**src/rtl/hd_gen_pkg.sv**
```systemverilog
// Shared types for the Hamming-distance pair generator.
// Holds the FSM state encoding and the default LFSR taps.
package hd_gen_pkg;

  typedef enum logic [1:0] {
    IDLE,
    RUN,
    DONE
  } state_t;

  localparam logic [7:0] DEF_TAPS = 8'hB8;

endpackage

```
**src/rtl/hd_next_mask.sv**
```systemverilog
// Next mask of equal popcount (Gosper) plus last-mask detect.
// Ports: mask in, k in (weight), nxt out, last out.
module hd_next_mask
  import hd_gen_pkg::*;
#(
  parameter int BIT = 8
) (
  input  logic [BIT-1:0] mask,
  input  logic [3:0]     k,
  output logic [BIT-1:0] nxt,
  output logic           last
);

  localparam int TZW = $clog2(BIT + 1);

  logic [BIT:0]     m;
  logic [BIT:0]     c;
  logic [BIT:0]     r;
  logic [BIT:0]     x;
  logic [TZW-1:0]   tz;
  logic [BIT-1:0]   ones;

  always_comb begin
    m    = {1'b0, mask};
    c    = m & (-m);
    r    = m + c;
    tz   = '0;
    // c is one-hot, so its bit index is the trailing-zero count
    for (int i = 0; i <= BIT; i++) begin
      if (c[i]) tz = TZW'(i);
    end
    x    = ((r ^ m) >> 2) >> tz;
    nxt  = BIT'(x | r);
    ones = '1;
    // last mask has the top k bits set
    last = (mask == ~(ones >> k));
  end

endmodule

```
**src/rtl/hd_pair_gen.sv**
```systemverilog
// Emits (a,b) pairs at exact Hamming distance k over all weight-k masks.
// Ports: clk, rst, start/weight/seed in; out_valid/out_ready handshake;
// a, b, exp_f pair data; busy, done, err, pair_cnt status.
module hd_pair_gen
  import hd_gen_pkg::*;
#(
  parameter int             BIT  = 8,
  parameter int             MHD  = 3,
  parameter logic [BIT-1:0] TAPS = BIT'(DEF_TAPS),
  parameter int             CW   = 16
) (
  input  logic           clk,
  input  logic           rst,
  input  logic           start,
  input  logic [3:0]     weight,
  input  logic [BIT-1:0] seed,
  output logic           out_valid,
  input  logic           out_ready,
  output logic [BIT-1:0] a,
  output logic [BIT-1:0] b,
  output logic           exp_f,
  output logic           busy,
  output logic           done,
  output logic           err,
  output logic [CW-1:0]  pair_cnt
);

  localparam logic [BIT:0]   ONE  = 1;
  localparam logic [BIT-1:0] ONEB = 1;

  state_t         state;
  logic [BIT-1:0] lfsr;
  logic [BIT-1:0] mask;
  logic [3:0]     k;
  logic [BIT-1:0] lfsr_n;
  logic [BIT-1:0] mask_n;
  logic [BIT-1:0] seed0;
  logic [BIT-1:0] first;
  logic           last;
  logic           hs;
  logic           kbad;
  logic           kexp;

  hd_next_mask #(.BIT(BIT)) u_next (
    .mask (mask),
    .k    (k),
    .nxt  (mask_n),
    .last (last)
  );

  assign lfsr_n = lfsr[0] ? ((lfsr >> 1) ^ TAPS) : (lfsr >> 1);
  assign seed0  = (seed == '0) ? ONEB : seed;
  assign first  = BIT'((ONE << weight) - ONE);
  assign hs     = out_valid & out_ready;
  assign kbad   = int'(weight) > BIT;
  assign kexp   = int'(weight) > MHD;

  always_ff @(posedge clk or posedge rst) begin
    if (rst) begin
      state     <= IDLE;
      out_valid <= 1'b0;
      busy      <= 1'b0;
      done      <= 1'b0;
      err       <= 1'b0;
      a         <= '0;
      b         <= '0;
      mask      <= '0;
      pair_cnt  <= '0;
      lfsr      <= ONEB;
      exp_f     <= 1'b0;
      k         <= '0;
    end else begin
      done <= 1'b0;
      unique case (state)
        IDLE: begin
          if (start) begin
            err      <= kbad;
            exp_f    <= kexp;
            pair_cnt <= '0;
            k        <= weight;
            if (kbad) begin
              state <= DONE;
              done  <= 1'b1;
            end else begin
              state     <= RUN;
              busy      <= 1'b1;
              out_valid <= 1'b1;
              lfsr      <= seed0;
              mask      <= first;
              a         <= seed0;
              b         <= seed0 ^ first;
            end
          end
        end
        RUN: begin
          if (hs) begin
            pair_cnt <= pair_cnt + CW'(1);
            lfsr     <= lfsr_n;
            if (last) begin
              state     <= DONE;
              done      <= 1'b1;
              busy      <= 1'b0;
              out_valid <= 1'b0;
            end else begin
              mask <= mask_n;
              a    <= lfsr_n;
              b    <= lfsr_n ^ mask_n;
            end
          end
        end
        DONE: state <= IDLE;
        default: state <= IDLE;
      endcase
    end
  end

endmodule
```
**config.mk**
```make
export PLATFORM = sky130hd
export DESIGN_NAME = hd_pair_gen
export DESIGN_NICKNAME = d
export VERILOG_FILES = /design/src/rtl/hd_gen_pkg.sv /design/src/rtl/hd_next_mask.sv /design/src/rtl/hd_pair_gen.sv
export SDC_FILE = /design/constraint.sdc
export NUM_CORES = 1
export LEC_CHECK = 0
export BUFFER_PORTS_ARGS = -buffer_cell sky130_fd_sc_hd__buf_2
export CAP_MARGIN = 20
export CORE_UTILIZATION = 30
export DETAILED_ROUTE_END_ITERATION = 10
export PLACE_DENSITY = 0.49
export SLEW_MARGIN = 30
export SYNTH_ARGS = -nofsm -noshare
export SYNTH_HDL_FRONTEND = slang
export SYNTH_SLANG_ARGS = --single-unit
export TNS_END_PERCENT = 20
```
**constraint.sdc**
```tcl
create_clock -name clk -period 2.6 [get_ports clk]
set_input_delay 0.13 -clock clk [delete_from_list [all_inputs] [get_ports clk]]
set_output_delay 0.13 -clock clk [all_outputs]
set_load 0.05 [all_outputs]
```
==> results of run 1 <==
stage by stage:
step / setup WS (ns) / util
2_1_floorplan: 0.213 / -
3_5_place_dp: 0.0380 / 0.366
3_3_place_gp: 0.0325 / 0.366
4_1_cts: 0.0145 / 0.393
6_report: 0.00137 / 0.398
5_1_grt: -0.0583 / 0.398
kinds of logic (layout without fill, tap and decap cells):
group,count (synthesis),count (layout)
and+or+nand+nor,171,171
AOI/OAI and AO/OA,132,132
DFF,58,58
buffers and inverters,44,127
xor gates and xnor gates,36,36
muxes,9,9
adders and majority gates,2,2
power breakdown:
part	leakage (nW)	switching, mW	internal, mW
clock network	0.156	0.408	0.860
logic	1.31	2.49	1.47
registers	0.739	0.301	1.24
total	2.21	3.20	3.56
synth_stat cells (all sizes together) (3+ instances only):
cell type / instances
buf: 8
a21o: 3
xor2: 23
o22ai: 6
a32oi: 4
a22o: 3
dfrtp: 57
nand3: 18
or3: 3
clkbuf: 25
nand2b: 8
nor3: 9
o31ai: 4
nor2: 44
or2: 3
nor2b: 7
a211oi: 6
nand2: 63
mux2i: 8
xnor2: 13
nand4: 4
inv: 11
and2: 3
o21a: 4
o21ai: 44
a21oi: 25
o2111ai: 4
a31oi: 6
path summary, 6_finish.rpt:
| path | startpoint | end | slack [ns] | cells after the start |
|---|---|---|---|---|
| hold / removal | weight[1] | k[1] | 0.12 | 3 |
| setup reg to reg | mask[1] | b[0] | 0.001 | 9 |
| hold reg to reg | err | err | 0.48 | 2 |
| min in group asynchronous | rst | b[5] | 0.29 | 3 |
| setup / recovery | mask[1] | b[0] | 0.001 | 9 |
| max in group asynchronous | rst | lfsr[0] | 1.64 | 4 |
critical path: stages, from the launching register on:
cell and delay (ns):
dfrtp_1 0.37, or4_4 0.56, nor4b_4 0.34, buf_4 0.18
a2bb2o_1 0.30, a21oi_2 0.13, a222oi_1 0.12, buf_4 0.18
mux2_4 0.29, nand3_2 0.06
layer usage:
metal	GRT usage	wire, um
met1	0.226	5050
met2	0.300	5320
met3	0.0372	389
met4	0.0693	212
met5	0	0
flip-flops by register name (all words and copies together) (netlist names):
register  count
state         2
pair_cnt     16
b             8
err           1
lfsr          8
done          1
a             8
k             4
busy          1
mask          8
exp_f         1
layout make-up:
cell class	count	area share
inverters	11	0.00860
flip-flops and latches	58	0.303
clock inverters	5	0.0162
repair buffers	100	0.135
well taps	168	0.0438
multi-input cells	350	0.443
clock buffers	11	0.0506
placed cells by master (no fill, tap or decap), types with 5 or more instances in the layout:
| cell | count |
|---|---|
| a211oi_1 | 5 |
| a21oi_1 | 24 |
| a31oi_1 | 6 |
| buf_2 | 52 |
| buf_4 | 45 |
| clkbuf_16 | 9 |
| dfrtp_1 | 55 |
| inv_1 | 10 |
| mux2i_1 | 8 |
| nand2_1 | 63 |
| nand2b_1 | 8 |
| nand3_1 | 17 |
| nor2_1 | 42 |
| nor2b_1 | 7 |
| nor3_1 | 9 |
| o21ai_0 | 40 |
| o22ai_1 | 6 |
| xnor2_1 | 13 |
| xor2_1 | 23 |
repair_timing:
item,4_1_cts,5_1_grt
resized for setup,0,9
pin swaps,1,5
setup buffers,0,3
hold buffers,1,0
endpoints found under the hold margin,13,0
setup endpoints to repair,1,3
==> summary.md, run 1 <==
| Metric | Value |
|---|---|
| Run status | `finished, final reports clean` |
| Final-layout worst hold slack | `0.115 ns` |
| CP startpoint kind | `flip-flop` |
| Unrepaired setup endpoints after global routing | `true` |
| Initial antenna violation count | `0` |
| Total standard cell area after synthesis | `3730 sq um` |
| Clock insertion delay at the later pin of the skew report | `0.33 ns` |
| Crit path required time | `2.86 ns` |
| Fraction of post-synthesis cell area in the top cell type by area | `0.383` |
| Area growth from synthesis to layout | `28.7%` |
| Critical path class | `reg -> reg` |
| Number of flops mapped to enable cells by yosys | `0` |
| Global route total overflow | `0` |
| IO buf count | `52` |
| Number of violations of the max-capacitance limit | `0` |
| Top-level I/O count | `53` |
| Simple-gate share of the synthesized area | `0.214` |
| Number of global-route vias before repair | `3,486` |
| Ys Warns | `0` |
| Cell area after placement | `4410 sq um` |
| Maximum clock frequency | `385 MHz` |
| Largest cells by area after synthesis | `dfrtp_1, nand2_1, o21ai_0, xor2_1, nor2_1` |
| Number of distinct library cells after synthesis | `60` |
| Final-report max-slew violation count | `0` |
| Number of sinks driven by the clock tree | `58` |
| Number of endpoints with negative hold slack in the final report | `0` |
| Sequential share of the synthesized area | `0.390` |
| Clock transition at path regs | `0.05 ns` |
| PD cells | `1410 nW/um^2` |
| Placeable core region | `12,100 sq um` |
| Cells after DPL | `683` |
| # fillers | `1,274` |
| Count of inserted antenna diode cells | `0` |
| Maximum fanout along the worst path | `4` |
| Class of the tightest hold or removal check | `in -> reg` |
| Worst-case clock skew | `0.00712 ns` |
| Die Y-Extent | `113 um` |
| Number of vias per cell after detailed routing | `5.05` |
| Least-Margin Pin Slew | `0.896 ns` |
| Multiplexer area fraction after synthesis | `0.0245` |
| Final weighted congestion of routability-driven global placement | `0.876` |
| Synth Register Bits | `58` |
| Most common flop cell mapped by yosys | `dfrtp_1` |
| Fraction of synthesis flops using an asynchronous set or reset pin | `1.00` |
| Die footprint | `12,900 sq um` |
| Area fraction in compound gates after synthesis | `0.231` |
| Horiz. Die Dim | `113 um` |
| Design Power | `6.76 mW` |
| Total area of sequential cells | `1460 sq um` |
| Cell accounting for the most synthesized area | `dfrtp_1` |
| Footprint of the multi-input gates | `2120 sq um` |
| Final setup fails | `0` |
| Min cycle time layout | `2.60 ns` |
| Main combinational cell family by area after synthesis | `compound AO/OA/AOI/OAI gates` |
| Detailed-placement wirelength estimate | `8390 um` |
| Setup tns final | `0 ns` |
| Cell Rows | `40` |
| Total wirelength of the detailed-routed design | `11,000 um` |
| H-tree level count | `3` |
| Root cell of the clock tree | `clkbuf_16` |
| Starting density of the core | `0.309` |
| Worst vdd rail ir drop | `0.000778 V` |
| Number of search-and-repair iterations in the first detailed-routing pass | `4` |
| Arrival time at the worst endpoint | `2.86 ns` |
| Average routed wire per standard cell | `15.6 um` |
| 1st-iter DRT viols | `166` |
| Number of nets in the layout | `548` |
| Total clock buffers created by CTS | `9` |
| Overall global routing resource usage | `0.179` |
| Post-Syn Instances | `452` |
| P_leak | `2.21 nW` |
| Mean instance size in the synthesized netlist | `8.25 sq um` |
| Wire length of the first global-routing pass | `18,000 um` |
| Non-filler cells in the finished layout | `703` |
| CTS tree | `done` |
| Post-DRT Antenna Nets | `0` |
| Pin count of the biggest net entering global routing | `35` |
| Crit. End Element | `flip-flop` |
| Detailed-route DRC error count | `0` |
| Layout cells sized above 1 | `0.249` |
| Share of the synthesized netlist area taken by xor and xnor gates | `0.0846` |
| Via count | `3,552` |
| Post-synthesis adder-cell area fraction | `0.00671` |
| Post-Syn Nets | `470` |
| Final period utilization | `0.999` |
| Max-slew headroom | `0.399` |
| Layout Cell Area excl Fill | `4800 sq um` |
| Deepest clock path buffer count | `2` |
Power figures use the tool's default switching activity.
==> run 2: changes to the inputs <==
- PLACE_DENSITY: 0.49 -> 0.45
==> run 2 against run 1 <==
Compared with the run above:
- sequential power barely moved
- combinational power fell by 3%
- count of clock-buffer cells in the layout rose by 3
- final cell count fell by 1.3%
- total power fell by 2.9%
- register-to-register slack improved by 0.04 ns
==> summary.md, run 2 (synthesis results as in run 1) <==
| Metric | Value |
|---|---|
| Top-level I/O count | `53` |
| Number of nets in the layout | `539` |
| Largest register by flop count | `pair_cnt` |
| Design Power | `6.57 mW` |
| Maximum clock frequency | `391 MHz` |
| 1st-iter DRT viols | `179` |
| Via count | `3,526` |
| Arrival time at the worst endpoint | `2.82 ns` |
| CTS tree | `done` |
| Number of search-and-repair iterations in the first detailed-routing pass | `4` |
| Commonest non-fill, non-tap cells in the layout | `nand2_1, dfrtp_1, buf_2` |
| Run status | `finished, final reports clean` |
| H-tree level count | `3` |
| Layout cells sized above 1 | `0.217` |
| Wire length on met3 | `381 um` |
| Pin count of the biggest net entering global routing | `35` |
| Crit path required time | `2.86 ns` |
| Final-layout worst hold slack | `0.115 ns` |
| CP startpoint kind | `flip-flop` |
| Most frequent standard cell in the layout excluding fill and tap cells | `nand2_1` |
| P_leak | `2.14 nW` |
| Maximum fanout along the worst path | `3` |
| Total met2 wirelength after detailed routing | `5190 um` |
| Unrepaired setup endpoints after global routing | `true` |
| Number of vias per cell after detailed routing | `5.08` |
| # fillers | `1,284` |
| Topmost layer with routed signal wires | `met4` |
| Cell Rows | `40` |
| Max-slew headroom | `0.509` |
| Total clock buffers created by CTS | `9` |
| Number of sinks driven by the clock tree | `58` |
| Cell area after placement | `4350 sq um` |
| Horiz. Die Dim | `113 um` |
| Total wirelength of the detailed-routed design | `11,100 um` |
| Min cycle time layout | `2.56 ns` |
| Post-DRT Antenna Nets | `0` |
| IO buf count | `52` |
| Least-Margin Pin Slew | `0.736 ns` |
| Detailed-route wire length on metal 1 | `5350 um` |
| PD cells | `1400 nW/um^2` |
| Global route total overflow | `0` |
| Crit. End Element | `flip-flop` |
| Number of endpoints with negative hold slack in the final report | `0` |
| Final setup fails | `0` |
| Initial antenna violation count | `0` |
| Count of inserted antenna diode cells | `0` |
| Largest register FFs | `16` |
| Number of violations of the max-capacitance limit | `0` |
| Detailed-route DRC error count | `0` |
| Deepest clock path buffer count | `2` |
| Class of the tightest hold or removal check | `in -> reg` |
| Final Core Density | `0.388` |
| Clock transition at path regs | `0.05 ns` |
| Layout Cell Area excl Fill | `4680 sq um` |
| Worst vdd rail ir drop | `0.000649 V` |
| Overall global routing resource usage | `0.183` |
| Final-report max-slew violation count | `0` |
| Clock insertion delay at the later pin of the skew report | `0.33 ns` |
| Placeable core region | `12,100 sq um` |
| Detailed-placement wirelength estimate | `8340 um` |
| Critical path class | `reg -> reg` |
| Average routed wire per standard cell | `16.0 um` |
| Starting density of the core | `0.309` |
| Wire length of the first global-routing pass | `18,300 um` |
| Die footprint | `12,900 sq um` |
| Final weighted congestion of routability-driven global placement | `0.916` |
| Root cell of the clock tree | `clkbuf_16` |
| Final period utilization | `0.984` |
| Die Y-Extent | `113 um` |
| Number of global-route vias before repair | `3,434` |
| Worst-case clock skew | `0.00589 ns` |
| Area growth from synthesis to layout | `25.4%` |
run 2: cell types whose count changed in the layout (fill, tap and decap cells not counted), moves of 2 or more:
cell / previous run / this run
nor2_1: 42 / 44
dfrtp_2: 2 / 0
dfrtp_1: 55 / 57
nor2_2: 2 / 0
clkbuf_1: 1 / 3
buf_4: 45 / 36
run 2: layout make-up:
cell class	instances	area (sq um)	share of cell area
timing repair buffer	91	581	0.124
clock buffer	14	264	0.0565
clock inverter	2	35.0	0.00749
tap	168	210	0.0450
sequential	58	1450	0.311
multi-input combinational	350	2090	0.447
inverter	11	41.3	0.00883
run 2: timing repair:
action	4_1_cts	5_1_grt
setup endpoints to repair	0	2
hold endpoints to repair	32	0
buffers inserted	0	2
gates resized for setup	0	1
hold buffers	1	0
run 2: worst max-delay path, stage by stage (launching register included):
cell and delay [ns]:
dfrtp_1 0.37, or4_4 0.57, nor4b_4 0.34, buf_4 0.17
a2bb2o_2 0.27, a21oi_1 0.13, a222oi_1 0.11, buf_4 0.17
mux2_1 0.30, nand3_1 0.08
run 2: worst paths after layout:
kind                                 to  depth (start not counted)  slack, ns  startpoint
worst max-delay path               b[0]                          9       0.04     mask[1]
min in group asynchronous       lfsr[2]                          3       0.48         rst
worst max register to register     b[0]                          9       0.04     mask[1]
worst min register to register     b[6]                          2       0.47        b[6]
worst min-delay path               k[0]                          3       0.11   weight[0]
max in group asynchronous       lfsr[0]                          4       1.39         rst
run 2: through the flow:
step           worst slack, ns  TNS (ns)  std cells
3_3_place_gp            0.0548         0        675
3_5_place_dp            0.0852         0        675
4_1_cts                 0.0615         0        692
5_1_grt                -0.0513   -0.0586        694
2_1_floorplan            0.213         0        452
6_report                0.0424         0        694
run 2: report_power, final:
part	switching (mW)	total, mW	leakage, nW	internal [mW]
clock network	0.393	1.19	0.147	0.792
registers	0.294	1.53	0.741	1.23
logic	2.48	3.85	1.26	1.38
run 2: metal layers:
metal | vias to the layer above | GRT usage
met5 | - | 0
met2 | 84 | 0.291
li1 | 1741 | -
met3 | 16 | 0.0308
met1 | 1685 | 0.247
met4 | 0 | 0.0728
